[src/rtl/fetch_sequencer.sv]
`default_nettype none
// ============================================================================
// Module  : fetch_sequencer
// Brief   : 8-phase cycle generator, PC, circular return stack and two-word
//           instruction fetcher for a 4004-class core.
// Revision: 1.0 - initial release
// ============================================================================
module fetch_sequencer #(
  parameter int DATA_W      = 4,
  parameter int ADDR_W      = 3 * DATA_W,
  parameter int STACK_DEPTH = 3,
  parameter int SP_W        = 2
) (
  input  logic                  clk,
  input  logic                  rst,
  input  logic                  stall,
  input  logic [DATA_W-1:0]     romData,
  input  logic                  longInstr,
  input  logic                  pcLoad,
  input  logic                  push,
  input  logic                  pop,
  input  logic [ADDR_W-1:0]     pcNew,
  output logic [2:0]            cycle,
  output logic                  sync,
  output logic [DATA_W-1:0]     busNibble,
  output logic [ADDR_W-1:0]     pcAddr,
  output logic [DATA_W-1:0]     opr,
  output logic [DATA_W-1:0]     opa,
  output logic [2*DATA_W-1:0]   operand,
  output logic                  secondWord,
  output logic                  instrValid,
  output logic [SP_W-1:0]       sp,
  output logic                  overflow,
  output logic                  underflow
);

  localparam int CNT_W = $clog2(STACK_DEPTH + 1);
  localparam logic [CNT_W-1:0] c_FULL   = CNT_W'(STACK_DEPTH);
  localparam logic [SP_W-1:0]  c_SP_TOP = SP_W'(STACK_DEPTH - 1);

  typedef enum logic [2:0] {
    PH_A1 = 3'd0,
    PH_A2 = 3'd1,
    PH_A3 = 3'd2,
    PH_M1 = 3'd3,
    PH_M2 = 3'd4,
    PH_X1 = 3'd5,
    PH_X2 = 3'd6,
    PH_X3 = 3'd7
  } phase_t;

  phase_t              r_phase;
  phase_t              w_phaseNext;
  logic [ADDR_W-1:0]   r_pc;
  logic [ADDR_W-1:0]   w_pcNext;
  logic [ADDR_W-1:0]   w_pcInc;
  logic [SP_W-1:0]     r_sp;
  logic [SP_W-1:0]     w_spNext;
  logic [SP_W-1:0]     w_spInc;
  logic [SP_W-1:0]     w_spDec;
  logic [CNT_W-1:0]    r_count;
  logic [CNT_W-1:0]    w_countNext;
  logic                r_overflow;
  logic                w_overflowNext;
  logic                r_underflow;
  logic                w_underflowNext;
  logic                r_secondWord;
  logic                w_secondNext;
  logic                w_doPush;
  logic                w_x3End;
  logic                w_m1End;
  logic                w_m2End;
  logic [DATA_W-1:0]   r_opr;
  logic [DATA_W-1:0]   r_opa;
  logic [2*DATA_W-1:0] r_operand;
  logic [ADDR_W-1:0]   r_stack [STACK_DEPTH];

  assign w_x3End = (r_phase == PH_X3) && !stall;
  assign w_m1End = (r_phase == PH_M1) && !stall;
  assign w_m2End = (r_phase == PH_M2) && !stall;
  assign w_pcInc = r_pc + ADDR_W'(1);
  assign w_spInc = (r_sp == c_SP_TOP) ? '0 : r_sp + SP_W'(1);
  assign w_spDec = (r_sp == '0) ? c_SP_TOP : r_sp - SP_W'(1);

  // Phase sequencer: free-running 0..7 unless stalled
  always_comb begin
    w_phaseNext = r_phase;
    if (!stall) begin
      w_phaseNext = phase_t'(r_phase + 3'd1);
    end
  end

  // Control requests are only honoured at the X3 edge that closes an instruction
  always_comb begin
    w_secondNext    = r_secondWord;
    w_pcNext        = r_pc;
    w_spNext        = r_sp;
    w_countNext     = r_count;
    w_overflowNext  = r_overflow;
    w_underflowNext = r_underflow;
    w_doPush        = 1'b0;
    if (w_x3End) begin
      w_secondNext = longInstr & ~r_secondWord;
      if (w_secondNext) begin
        w_pcNext = w_pcInc;
      end else if (pop) begin
        w_spNext = w_spDec;
        w_pcNext = r_stack[w_spDec];
        if (r_count == '0) begin
          w_underflowNext = 1'b1;
        end else begin
          w_countNext = r_count - CNT_W'(1);
        end
      end else if (push) begin
        w_doPush = 1'b1;
        w_spNext = w_spInc;
        w_pcNext = pcNew;
        if (r_count == c_FULL) begin
          w_overflowNext = 1'b1;
        end else begin
          w_countNext = r_count + CNT_W'(1);
        end
      end else if (pcLoad) begin
        w_pcNext = pcNew;
      end else begin
        w_pcNext = w_pcInc;
      end
    end
  end

  always_ff @(posedge clk) begin
    if (rst) begin
      r_phase      <= PH_A1;
      r_pc         <= '0;
      r_sp         <= '0;
      r_count      <= '0;
      r_overflow   <= 1'b0;
      r_underflow  <= 1'b0;
      r_secondWord <= 1'b0;
      r_opr        <= '0;
      r_opa        <= '0;
      r_operand    <= '0;
    end else begin
      r_phase      <= w_phaseNext;
      r_pc         <= w_pcNext;
      r_sp         <= w_spNext;
      r_count      <= w_countNext;
      r_overflow   <= w_overflowNext;
      r_underflow  <= w_underflowNext;
      r_secondWord <= w_secondNext;
      if (w_m1End) begin
        if (r_secondWord) begin
          r_operand[2*DATA_W-1:DATA_W] <= romData;
        end else begin
          r_opr <= romData;
        end
      end
      if (w_m2End) begin
        if (r_secondWord) begin
          r_operand[DATA_W-1:0] <= romData;
        end else begin
          r_opa <= romData;
        end
      end
    end
  end

  // Return address is the PC of the following instruction
  always_ff @(posedge clk) begin
    if (rst) begin
      for (int i = 0; i < STACK_DEPTH; i++) begin
        r_stack[i] <= '0;
      end
    end else if (w_doPush) begin
      r_stack[r_sp] <= w_pcInc;
    end
  end

  always_comb begin
    busNibble = '0;
    case (r_phase)
      PH_A1:   busNibble = r_pc[DATA_W-1:0];
      PH_A2:   busNibble = r_pc[2*DATA_W-1:DATA_W];
      PH_A3:   busNibble = r_pc[3*DATA_W-1:2*DATA_W];
      default: busNibble = '0;
    endcase
  end

  assign cycle      = r_phase;
  assign sync       = (r_phase == PH_A1);
  assign pcAddr     = r_pc;
  assign opr        = r_opr;
  assign opa        = r_opa;
  assign operand    = r_operand;
  assign secondWord = r_secondWord;
  assign sp         = r_sp;
  assign overflow   = r_overflow;
  assign underflow  = r_underflow;
  // Gated so the pulse stays single-cycle under stall and is suppressed by reset
  assign instrValid = (r_phase == PH_X1) && !stall && !rst &&
                      (r_secondWord || !longInstr);

endmodule
`default_nettype wire

[config.mk]
export PLATFORM = sky130hd
export DESIGN_NAME = fetch_sequencer
export DESIGN_NICKNAME = d
export VERILOG_FILES = /design/src/rtl/fetch_sequencer.sv
export SDC_FILE = /design/constraint.sdc
export NUM_CORES = 1
export LEC_CHECK = 0
export BUFFER_PORTS_ARGS = -buffer_cell sky130_fd_sc_hd__buf_2
export CAP_MARGIN = 20
export CORE_MARGIN = 1.5
export CORE_UTILIZATION = 55
export CTS_BUF_LIST = sky130_fd_sc_hd__clkbuf_4
export DETAILED_ROUTE_END_ITERATION = 8
export GPL_ROUTABILITY_DRIVEN = 0
export PLACE_DENSITY = 0.81
export SETUP_SLACK_MARGIN = 0.1
export SKIP_CTS_REPAIR_TIMING = 1
export SLEW_MARGIN = 0
export SYNTH_ARGS = -nofsm -noshare
export SYNTH_HDL_FRONTEND = slang
export SYNTH_SLANG_ARGS = --single-unit
[constraint.sdc]
create_clock -name clk -period 2.91 [get_ports clk]
set_clock_uncertainty 0.2 [all_clocks]
set_input_delay 0.582 -clock clk [delete_from_list [all_inputs] [get_ports clk]]
set_output_delay 0.582 -clock clk [all_outputs]
set_load 0.05 [all_outputs]
### Word level (Yosys, flattened, before mapping)

Memory sizes are Yosys's and may differ from the RTL's.
Cells that the tools add are included.

| word-level totals | value |
|---|---|
| flip-flop bits (word level) | 38 |
| bits in writable memories | 36 |
| input port bits | 23 |
| output and inout bits | 42 |
| word-level logic and storage cells | 80 |
| memories kept | 1 |

| operators by class | value |
|---|---|
| add/subtract/negate cells | 6 |
| equal/unequal tests | 10 |
| multiplexer cells | 25 |
| bitwise logic cells | 4 |
| reductions and logical operators | 23 |

Memories:

| name | words | bits a word | read ports | clocked after memory_dff | write ports | RTL line | text |
|---|---|---|---|---|---|---|---|
| r_stack | 3 | 12 | 1 | 0 | 3 | 76 | `logic [ADDR_W-1:0] r_stack [STACK_DEPTH];` |

Operator list:

| cell | number |
|---|---|
| two-way mux 12 bit | 5 |
| two-way mux 2 bit | 9 |
| adder 12 x 1 -> 12 bit (second input constant) | 1 |
| case mux 4 bit (3 select lines) | 1 |
| OR reduction 12 bit | 1 |
| two-way mux 1 bit | 10 |
| AND reduction 5 bit | 2 |
| equality test 3 bit (second input constant) | 3 |
| AND reduction 2 bit | 4 |
| equality test 3 x 2 -> 1 bit (second input constant) | 2 |
| logical AND 1 bit | 6 |
| adder 2 x 1 -> 2 bit (second input constant) | 2 |
| equality test 2 bit (second input constant) | 2 |
| logical NOT 2 bit | 2 |
| inequality test 2 bit (second input constant) | 2 |
| AND reduction 4 bit | 1 |
| subtractor 2 x 1 -> 2 bit (second input constant) | 2 |
| adder 3 x 1 -> 3 bit (second input constant) | 1 |
| equality test 3 x 1 -> 1 bit (second input constant) | 1 |
| logical NOT 1 bit | 3 |
| logical NOT 3 bit | 1 |
| inverter 1 bit | 3 |
| AND reduction 3 bit | 1 |
| nonzero test 2 bit | 1 |
| 2 further kinds | 2 |

### Depth between registers and ports, before layout

Gate-level depths: netlist of run 1.

| logic depth | value |
|---|---|
| depth after elaboration | 9 |
| mapped depth | 9 |
| depth with buffers taken out | 7 |

### Worst setup path after synthesis of run 1

OpenSTA, ideal clock, no wires.

| path | value |
|---|---|
| path kind | reg2out |
| start point | register r_phase[0] (netlist: cycle[0]) |
| end point | output busNibble[0] |
| arrival | 2.164 ns |
| data required time | 2.128 ns |
| slack | -0.036 ns |
| stages on the path, launching flop included | 6 |
| buffers on the path | 0 |
| cell sequence | dfxtp_1 -> inv_1 -> ha_1 -> nor2b_1 -> nand2_1 -> nand2_1 |

| between the ends | value |
|---|---|
| cells in the longest elaborated chain, start to end | 2 |
| elaborated cells on any way between the ends | 4 |
| classes of those cells | eq/ne (2); mux (1); reduce/logical (1) |

RTL lines:

| what | RTL line | text |
|---|---|---|
| start, declared | 52 | `phase_t r_phase;` |
| start signal, assigned | 144 | `r_phase <= w_phaseNext;` |
| logical NOT 3 bit | -- |  |
| named net sync | 24 | `output logic sync,` |
| case mux 4 bit (3 select lines) | 181 | `case (r_phase)` |
| end, declared | 25 | `output logic [DATA_W-1:0] busNibble,` |

The timed path passes the listed nets, and every way through them passes these cells.

### Worst setup path after layout of run 1

| path | value |
|---|---|
| start point | register r_phase[1] (netlist: cycle[1]) |
| end point | output busNibble[2] |

| between the ends | value |
|---|---|
| cells in the longest elaborated chain, start to end | 2 |
| elaborated cells on any way between the ends | 4 |
| classes of those cells | eq/ne (2); mux (1); reduce/logical (1) |

RTL lines:

| what | RTL line |
|---|---|
| equality test 3 x 2 -> 1 bit, or another cell as far along | 181 |
| case mux 4 bit (3 select lines) * | 181 |

Mark *: on every way between the ends. The rest lies on a longest branch, timed or not.

==> results of run 1 <==
==> worst register-to-register path: stages (launching register included) <==
cell	delay [ps]
dfxtp_1	450
ha_1	210
ha_1	170
nor2b_1	280
o211ai_4	190
nor3_4	270
nand2_1	140
nand2b_2	280
==> layout by cell type (no fill, tap or decap), types with 8 or more instances in the layout <==
cell type,instances
nor2_1,77
mux4_2,12
nand2_1,23
ha_1,13
clkbuf_4,9
a21oi_1,15
edfxtp_1,48
xnor2_1,8
inv_1,17
buf_2,64
mux2i_1,19
buf_4,12
dfxtp_1,38
==> final timing paths <==
kind                                             from                     endpoint  slack (ps)
worst max register to register  cycle[0]$_SDFFE_PP0N_  r_stack[1][7]$_SDFFCE_PN0P_         410
worst min register to register  overflow$_SDFFE_PP0P_        overflow$_SDFFE_PP0P_         300
worst min-delay path                       romData[1]      operand[5]$_SDFFE_PP0P_         220
worst max-delay path            cycle[1]$_SDFFE_PP0N_                 busNibble[2]         200
==> metal layers <==
layer	part of all wire	vias up	track usage
li1	-	1504	-
met1	0.39	1574	0.329
met2	0.52	144	0.447
met3	0.063	24	0.0337
met4	0.026	0	0.120
met5	0	-	0
==> area by class of cell <==
cell class | count | area (sq um)
Timing Repair Buffer | 76 | 410
Clock buffer | 9 | 67.6
Tap cell | 99 | 124
Inverter | 20 | 75.1
Multi-Input combinational cell | 258 | 1830
Fill cell | 573 | 2560
Clock inverter | 7 | 61.3
Sequential cell | 86 | 2200
==> metrics by stage <==
step | utilization | instance area, sq um | instances
after floorplan | - | 4210 | 388
after global placement | 0.633 | 4640 | 539
after detailed placement | 0.633 | 4640 | 539
after CTS | 0.650 | 4770 | 555
after global routing | 0.651 | 4770 | 555
final | 0.651 | 4770 | 555
==> cells by family (layout without fill, tap and decap cells) <==
| group | count (synthesis) | count (layout) | share of synthesized area |
|---|---|---|---|
| compound gates | 59 | 59 | 0.0996 |
| xor+xnor | 11 | 11 | 0.0229 |
| fa+ha+maj | 13 | 13 | 0.0386 |
| buf+inv | 44 | 112 | 0.0440 |
| flops | 86 | 86 | 0.523 |
| mux | 31 | 31 | 0.109 |
| simple gates | 144 | 144 | 0.163 |
==> power breakdown <==
| part | internal (mW) | leakage, nW | switching, mW | total [mW] |
|---|---|---|---|---|
| logic | 0.0527 | 1.09 | 0.110 | 0.163 |
| registers | 1.30 | 0.764 | 0.0110 | 1.31 |
| clock network | 0.197 | 0.0756 | 0.459 | 0.656 |
| total | 1.55 | 1.93 | 0.580 | 2.13 |
==> sequential cells by signal, indices dropped and copies added (netlist names) <==
register	cells
secondWord	1
cycle	3
overflow	1
underflow	1
operand	8
r_count	2
pcAddr	12
r_stack	48
opa	4
sp	2
opr	4
==> summary.txt, run 1 <==
Critical path
  – Crit path largest cell delay: 370 ps
  – Delay-heaviest family, CP: simple AND/OR/NAND/NOR gates
  – WP depth: 6
  – Crit path cell chain: inv_1, ha_1, nor2b_1, a22oi_1, nand2_1, buf_2
  – CP Buf/Inv Count: 2
  – Worst path slowest cell: dfxtp_1
  – Startpoint Class: flip-flop
  – Worst Path Required: 2130 ps
  – CP endpoint kind: output port
  – CP Max Fanout: 5
  – Cell count of the worst reg-to-reg path: 7
  – Critical Path AT: 1930 ps
  – Crit Path Category: reg2out

STA
  – Clock period minus worst slack: 2710 ps
  – Final Max Tran Viols: 0
  – Hold Fails Final Rpt: 0
  – Max Clock Freq: 0.369 GHz
  – Slew margin rel.: 0.553
  – RSZ-0062 raised after global routing: false
  – TNS Setup: 0 ps
  – Worst-Margin Slew: 670 ps
  – Slack of the critical path: 202 ps
  – Period Utilization, post-route: 0.931
  – Worst hold margin: 218 ps
  – Final Setup Violations: 0

Outcome
  – Outcome: complete, no violations

Synthesis
  – Synth Cell Area: 4210 sq um
  – #FFs+latches synth: 86
  – Area leader, netlist: edfxtp_1
  – Mapped Nets: 424
  – Yosys warns: 0
  – Synthesized instance count: 388
  – Count leader, synth: nor2_1
  – Top cell type's share of synthesized area: 0.342
  – Async S/R FF share, synth: 0
  – Post-synth EDFFs: 48
  – Post-synthesis sequential area ratio: 0.523
  – Synth top area cells: edfxtp_1 34%, dfxtp_1 18%, nor2_1 6.9%, mux4_2 6.4%, mux2i_1 4.5%
  – Post-synthesis cell type count: 48
  – Syn_area_per_cell: 10.9 sq um
  – Synth Flop Type: edfxtp_1
  – Synth cell count leaders: 77 x nor2_1, 48 x edfxtp_1, 38 x dfxtp_1

GRT
  – Total Routing Usage GR: 0.261
  – Number of global-route vias before repair: 3,266
  – First-pass GRT wire length: 16,300 microns
  – GRT overflow: 0
  – Initial antenna violation count: 0
  – Largest net degree at the start of global routing: 25

Die
  – Core ar.: 7330 sq um
  – Die W: 90.5 microns
  – Die ar.: 8190 sq um
  – Die H: 90.5 microns
  – I/O pins: 65
  – Starting Density: 0.574
  – Cell row count: 31

Cells and area
  – Share of cells above drive strength 1: 0.272
  – Antenna cells: 0
  – Area grow syn2layout: 13.4%
  – Final #Nets: 487

Placed design
  – Port Buf Inserts: 64
  – Post-place setup slack: 258 ps
  – Detailed Place HPWL: 7700 microns

Pwr
  – VDD IR max: 0.273 mV
  – Tot Pwr: 2.13 mW
  – Pwr Density: 445 nW/um^2
  – Leakage Power: 1.93 nW

CTS
  – TritonCTS buffer count: 9
  – Clock Root Buffer: clkbuf_4
  – Htree depth: 3
  – CTS tree: yes
  – Clock Path Buffers: 2
  – Clock transition at the registers of the reported paths: 160 ps
  – Worst skew pair latency: 430 ps
  – Clk sink count: 86

Detailed routing
  – Drt via density: 5.85
  – DRC violations left: 0
  – Post-route ant nets: 0
  – First drt pass iteration count: 5
  – Routed len/inst: 18.6 microns
  – Drt first-iter violations: 382
  – Vias: 3,246
  – WL final: 10,300 microns

Min path
  – WHS Path Cells: 3
  – Hold WC Path Type: in2reg

Flow run
  – Max Cap Violations: 0
Note: power is estimated with default switching activity, not from simulation.
==> run 2: changes to the inputs <==
- ABC_AREA: unset -> 1
- PLACE_DENSITY: 0.81 -> 0.8
==> run 2 against run 1 <==
Hold slack worse by 58 ps. Critical path type unchanged. Clock power increased by 19%. Count of clock-buffer cells in the layout is the same. Cell area rose by 3.1%. Cell count grew 27%. Global-route usage increased by 0.57 points. Area after synthesis up 4.4%. Sequential cell count did not move.
==> summary.txt, run 2 <==
Pwr
  – Tot Pwr: 2.29 mW (was 2.13 mW)
  – Switching share of power: 0.256 (was 0.273)
  – Pwr Density: 465 nW/um^2 (was 445 nW/um^2)
  – P_sw: 0.585 mW (was 0.580 mW)
  – Seq pwr share: 0.575 (was 0.615)
  – Clock share of power: 0.342 (was 0.309)
  – VDD IR max: 0.306 mV (was 0.273 mV)
  – Int Pwr: 1.70 mW (was 1.55 mW)
  – Leakage Power: 2.06 nW (was 1.93 nW)
  – Logic pwr share: 0.083 (was 0.077)

Critical path
  – Worst Path Required: 2130 ps (about the same)
  – Startpoint Class: flip-flop (unchanged)
  – CP Max Fanout: 5 (unchanged)
  – Crit Path Category: reg2out (unchanged)
  – CP endpoint kind: output port (unchanged)
  – Critical Path AT: 1840 ps (was 1930 ps)

Synthesis
  – Post-synth EDFFs: 48 (unchanged)
  – Count leader, synth: nand2_1 (was nor2_1)
  – Mapped Nets: 576 (was 424)
  – Synth top area cells: edfxtp_1 33%, dfxtp_1 17%, nand2_1 8.5%, nor2_1 7.4%, nand3_1 5.7% (was edfxtp_1 34%, dfxtp_1 18%, nor2_1 6.9%, mux4_2 6.4%, mux2i_1 4.5%)
  – Syn_area_per_cell: 8.14 sq um (was 10.9 sq um)
  – Synth cell count leaders: 99 x nand2_1, 87 x nor2_1, 54 x inv_1 (was 77 x nor2_1, 48 x edfxtp_1, 38 x dfxtp_1)
  – Post-synthesis sequential area ratio: 0.501 (was 0.523)
  – #FFs+latches synth: 86 (unchanged)
  – Post-synthesis cell type count: 32 (was 48)
  – Synthesized instance count: 540 (was 388)
  – Area leader, netlist: edfxtp_1 (unchanged)
  – Top cell type's share of synthesized area: 0.328 (was 0.342)
  – Synth Flop Type: edfxtp_1 (unchanged)
  – Yosys warns: 0 (unchanged)
  – Async S/R FF share, synth: 0 (unchanged)
  – Synth Cell Area: 4400 sq um (was 4210 sq um)

Cells and area
  – Fin util: 0.637 (was 0.651)
  – Reg with most FFs: r_stack (unchanged)
  – # fillers: 651 (was 573)
  – Max reg flops: 48 (unchanged)
  – Multi-input logic area: 1850 sq um (was 1830 sq um)
  – Final #Nets: 634 (was 487)
  – Commonest non-fill, non-tap cells in the layout: 99 x nand2_1, 86 x nor2_1, 64 x buf_2 (was 77 x nor2_1, 64 x buf_2, 48 x edfxtp_1)
  – Area grow syn2layout: 12.0% (was 13.4%)
  – Antenna cells: 0 (unchanged)
  – Seq. cell area: 2200 sq um (unchanged)
  – Share of cells above drive strength 1: 0.186 (was 0.272)
  – Commonest non-fill, non-tap cell in the layout: nand2_1 (was nor2_1)

Die
  – Core ar.: 7730 sq um (was 7330 sq um)
  – Die ar.: 8540 sq um (was 8190 sq um)
  – Die H: 92.4 microns (was 90.5 microns)
  – I/O pins: 65 (unchanged)
  – Starting Density: 0.569 (was 0.574)
  – Cell row count: 32 (was 31)
  – Die W: 92.4 microns (was 90.5 microns)

STA
  – RSZ-0062 raised after global routing: false (unchanged)
  – TNS Setup: 0 ps (unchanged)
  – Final Setup Violations: 0 (unchanged)
  – Final Max Tran Viols: 0 (unchanged)
  – Max Clock Freq: 0.381 GHz (was 0.369 GHz)
  – Hold Fails Final Rpt: 0 (unchanged)
  – Period Utilization, post-route: 0.902 (was 0.931)
  – Slew margin rel.: 0.475 (was 0.553)
  – Worst-Margin Slew: 787 ps (was 670 ps)
  – Clock period minus worst slack: 2620 ps (was 2710 ps)

GRT
  – Total Routing Usage GR: 0.267 (was 0.261)
  – First-pass GRT wire length: 17,500 microns (was 16,300 microns)
  – Number of global-route vias before repair: 3,591 (was 3,266)
  – GRT overflow: 0 (unchanged)
  – Largest net degree at the start of global routing: 33 (was 25)
  – Initial antenna violation count: 0 (unchanged)

Min path
  – Hold WC Path Type: in2reg (unchanged)

Detailed routing
  – Drt via density: 5.57 (was 5.85)
  – Vias: 3,929 (was 3,246)
  – WL final: 11,000 microns (was 10,300 microns)
  – DRC violations left: 0 (unchanged)
  – First drt pass iteration count: 4 (was 5)
  – Drt first-iter violations: 329 (was 382)
  – Routed len/inst: 15.6 microns (was 18.6 microns)
  – Post-route ant nets: 0 (unchanged)

CTS
  – CTS tree: yes (unchanged)
  – Htree depth: 3 (unchanged)
  – TritonCTS buffer count: 9 (unchanged)
  – Worst skew pair latency: 460 ps (was 430 ps)
  – Clock Root Buffer: clkbuf_4 (unchanged)
  – Clock transition at the registers of the reported paths: 160 ps (about the same)
  – Clock Path Buffers: 2 (unchanged)
  – Clk sink count: 86 (unchanged)

Placed design
  – Detailed Place HPWL: 8140 microns (was 7700 microns)
  – Port Buf Inserts: 64 (unchanged)

Flow run
  – Max Cap Violations: 0 (unchanged)

Outcome
  – Outcome: complete, no violations (unchanged)
## run 2: changes by cell type in the layout (fill, tap and decap cells not counted), moves of 8 or more
| cell | change |
|---|---|
| nand3_1 | +43 |
| a21oi_1 | +22 |
| inv_1 | +37 |
| o21ai_0 | +41 |
| nor2_2 | +8 |
| nand2_1 | +76 |
| nor2_1 | +9 |
| mux2i_1 | -19 |
| mux4_2 | -12 |
## run 2: final cells by class
class | instances | share of cell area
well taps | 102 | 0.0259
clock inverters | 7 | 0.0191
clock buffers | 9 | 0.0137
inverters | 60 | 0.0460
repair buffers | 69 | 0.0727
multi-input cells | 372 | 0.375
flip-flops and latches | 86 | 0.447
## run 2: worst max-delay path, cell delays in order (launching register included)
cell	delay (ps)
dfxtp_1	370
inv_1	140
ha_1	170
inv_1	70
nor2_2	170
nand2_1	90
o221ai_1	80
buf_2	300
## run 2: metrics by stage
step | area (sq um) | hold WS, ps | setup WS [ps] | instances
after detailed placement | 4760 | 233 | 360 | 689
after global routing | 4920 | 158 | 157 | 705
after global placement | 4760 | 230 | 447 | 689
after floorplan | 4400 | 264 | 210 | 540
final | 4920 | 160 | 286 | 705
after CTS | 4920 | 146 | 289 | 705
## run 2: power by group through the flow
stage          Clock (mW)  Combinational, mW  Sequential (mW)
2_1_floorplan           0              0.101             1.37
3_3_place_gp            0              0.180             1.34
3_5_place_dp            0              0.185             1.34
4_1_cts             0.791              0.186             1.32
5_1_grt             0.838              0.205             1.32
6_report            0.782              0.189             1.32
## run 2: logic make-up after synthesis
| family | synth area share |
|---|---|
| compound gates | 0.114 |
| xor+xnor | 0.00797 |
| fa+ha+maj | 0.0370 |
| buf+inv | 0.0803 |
| flops | 0.501 |
| simple gates | 0.260 |
## run 2: worst paths after layout
check | from | to | slack [ps] | cells after the start
worst max-delay path | cycle[0]$_SDFFE_PP0N_ | busNibble[3] | 290 | 7
worst min-delay path | stall | cycle[0]$_SDFFE_PP0N_ | 160 | 2
worst max register to register | cycle[1]$_SDFFE_PP0N_ | r_stack[2][5]$_SDFFCE_PN0P_ | 450 | 8
worst min register to register | operand[6]$_SDFFE_PP0P_ | operand[6]$_SDFFE_PP0P_ | 250 | 2
## run 2: routing by layer
| metal | global-route usage | up-vias | routed length (microns) |
|---|---|---|---|
| met4 | 0.110 | 0 | 277 |
| met1 | 0.344 | 1825 | 4660 |
| met5 | 0 | - | 0 |
| met3 | 0.0468 | 24 | 877 |
| li1 | - | 1888 | - |
| met2 | 0.443 | 192 | 5180 |
==> run 3: changes to the inputs <==
==> constraint.sdc (replaced) <==
create_clock -name clk -period 2.91 [get_ports clk]
set_clock_uncertainty 0.2 [all_clocks]
set_input_delay 0.1455 -clock clk [delete_from_list [all_inputs] [get_ports clk]]
set_output_delay 0.1455 -clock clk [all_outputs]
set_load 0.05 [all_outputs]
==> run 3 against run 2 <==
The flow now finishes with violations (negative hold slack). Utilization increased by 2.5 points. Setup slack improved by 200 ps. Sequential power about the same. Routed wire length increased by 5.1%. Cell area increased by 3.9%. Die area unchanged. Sequential cell count unchanged. Total power decreased by 2.3%. Clock power decreased by 8.8%. Largest power group unchanged. Highest routed layer unchanged.
==> summary.txt, run 3 (synthesis gave the netlist of run 2 again) <==
Pwr
  – Clock share of power: 0.319 (was 0.342)
  – Logic pwr share: 0.092 (was 0.083)
  – Int Pwr: 1.65 mW (was 1.70 mW)
  – Leakage Power: 2.16 nW (was 2.06 nW)
  – Switching share of power: 0.263 (was 0.256)
  – Pwr Density: 437 nW/um^2 (was 465 nW/um^2)
  – Seq pwr share: 0.589 (was 0.575)
  – P_sw: 0.588 mW (was 0.585 mW)
  – VDD IR max: 0.317 mV (was 0.306 mV)

CTS
  – Clock Root Buffer: clkbuf_4 (unchanged)
  – Worst skew pair latency: 440 ps (was 460 ps)
  – Clock transition at the registers of the reported paths: 140 ps (was 160 ps)
  – Htree depth: 3 (unchanged)
  – Clk sink count: 86 (unchanged)
  – Clock Path Buffers: 2 (unchanged)
  – CTS tree: yes (unchanged)
  – TritonCTS buffer count: 9 (unchanged)

GRT
  – Largest net degree at the start of global routing: 27 (was 33)
  – Initial antenna violation count: 0 (unchanged)
  – GRT overflow: 0 (unchanged)
  – Total Routing Usage GR: 0.269 (was 0.267)
  – Number of global-route vias before repair: 3,724 (was 3,591)
  – First-pass GRT wire length: 17,900 microns (was 17,500 microns)

Critical path
  – Critical Path AT: 2310 ps (was 1840 ps)
  – Crit Path Category: reg2reg (was reg2out)
  – CP endpoint kind: flip-flop (was output port)
  – Worst Path Required: 2790 ps (was 2130 ps)
  – Crit path cell chain: ha_1, ha_1, nand2_2, nor3_4, nand2_2, clkinv_2, nand2_4, nand2_1 (was inv_1, ha_1, inv_1, nor2_2, nand2_1, o221ai_1, buf_2)
  – CP Buf/Inv Count: 1 (was 3)
  – CP Max Fanout: 13 (was 5)
  – Worst path slowest cell: dfxtp_1 (unchanged)
  – Crit path largest cell delay: 410 ps (was 370 ps)
  – Startpoint Class: flip-flop (unchanged)
  – Delay-heaviest family, CP: simple AND/OR/NAND/NOR gates (was buffers and inverters)

Detailed routing
  – Vias: 4,057 (was 3,929)
  – Drt via density: 5.58 (was 5.57)
  – Drt first-iter violations: 364 (was 329)
  – First drt pass iteration count: 5 (was 4)
  – DRC violations left: 0 (unchanged)
  – Post-route ant nets: 0 (unchanged)
  – Routed len/inst: 15.9 microns (was 15.6 microns)
  – WL final: 11,600 microns (was 11,000 microns)

Cells and area
  – Seq. cell area: 2200 sq um (unchanged)
  – Multi-input logic area: 1840 sq um (was 1850 sq um)
  – Commonest non-fill, non-tap cell in the layout: nand2_1 (unchanged)
  – Fin util: 0.662 (was 0.637)
  – Commonest non-fill, non-tap cells in the layout: 99 x nand2_1, 87 x nor2_1, 64 x buf_2 (was 99 x nand2_1, 86 x nor2_1, 64 x buf_2)
  – Area grow syn2layout: 16.4% (was 12.0%)
  – Antenna cells: 0 (unchanged)
  – Max reg flops: 48 (unchanged)
  – # fillers: 658 (was 651)
  – Final #Nets: 656 (was 634)
  – Share of cells above drive strength 1: 0.178 (was 0.186)
  – Reg with most FFs: r_stack (unchanged)

Placed design
  – Port Buf Inserts: 64 (unchanged)
  – Detailed Place HPWL: 8100 microns (was 8140 microns)

Die
  – Die W: 92.4 microns (unchanged)
  – I/O pins: 65 (unchanged)
  – Die ar.: 8540 sq um (unchanged)
  – Core ar.: 7730 sq um (unchanged)
  – Die H: 92.4 microns (unchanged)
  – Starting Density: 0.569 (unchanged)
  – Cell row count: 32 (unchanged)

STA
  – Worst-Margin Slew: 686 ps (was 787 ps)
  – RSZ-0062 raised after global routing: false (unchanged)
  – Clock period minus worst slack: 2420 ps (was 2620 ps)
  – Hold Fails Final Rpt: 3 (was 0)
  – Period Utilization, post-route: 0.833 (was 0.902)
  – Final Setup Violations: 0 (unchanged)
  – Final Max Tran Viols: 0 (unchanged)
  – TNS Setup: 0 ps (unchanged)
  – Slew margin rel.: 0.542 (was 0.475)
  – Max Clock Freq: 0.412 GHz (was 0.381 GHz)
  – Worst hold margin: -41.8 ps (was 160 ps)

Outcome
  – Outcome: finished with violations (was complete, no violations)
  – Failing checks: negative hold slack

Min path
  – Hold WC Path Type: in2reg (unchanged)

Flow run
  – Max Cap Violations: 0 (unchanged)
run 3: path summary, 6_finish.rpt:
kind                                 endpoint  slack, ps               startpoint  cells past startpoint
setup / recovery  r_stack[1][8]$_SDFFCE_PN0P_        490    cycle[1]$_SDFFE_PP0N_                      8
hold / removal         pcAddr[2]$_SDFFE_PP0N_        -40                 pcNew[2]                      7
setup reg to reg  r_stack[1][8]$_SDFFCE_PN0P_        490    cycle[1]$_SDFFE_PP0N_                      8
hold reg to reg       operand[5]$_SDFFE_PP0P_        250  operand[5]$_SDFFE_PP0P_                      2
run 3: final cells by class:
cell class,instances,area share
Clock inverter,6,0.0135
Inverter,60,0.0443
Timing Repair Buffer,91,0.112
Tap cell,102,0.0249
Sequential cell,86,0.430
Clock buffer,10,0.0147
Multi-Input combinational cell,372,0.360
run 3: power by group through the flow:
| stage | logic (mW) | registers, mW | clock network, mW |
|---|---|---|---|
| CTS | 0.186 | 1.31 | 0.713 |
| detailed placement | 0.185 | 1.34 | 0 |
| finish | 0.206 | 1.32 | 0.713 |
| floorplan | 0.0999 | 1.37 | 0 |
| global route | 0.226 | 1.32 | 0.762 |
| global placement | 0.180 | 1.34 | 0 |
run 3: tightest hold or removal path, delay by kind of cell:
| kind | cells | cell delay, ps |
|---|---|---|
| buffers and inverters | 2 | 110 |
| and+or+nand+nor | 4 | 230 |
| AOI/OAI and AO/OA | 1 | 80 |
run 3: per-layer routing:
metal | vias up | track usage | share of wire
met5 | - | 0 | 0
met4 | 0 | 0.0872 | 0.023
met3 | 27 | 0.0501 | 0.079
met2 | 203 | 0.443 | 0.49
met1 | 1891 | 0.356 | 0.41
li1 | 1936 | - | -
run 3: stage by stage:
step                instances  power (mW)  instance area [sq um]  setup slack (ps)
global route              727        2.31                   5120               295
CTS                       706        2.21                   4910               491
finish                    727        2.23                   5120               486
detailed placement        690        1.53                   4760               526
global placement          690        1.52                   4760               629
floorplan                 540        1.47                   4400               297
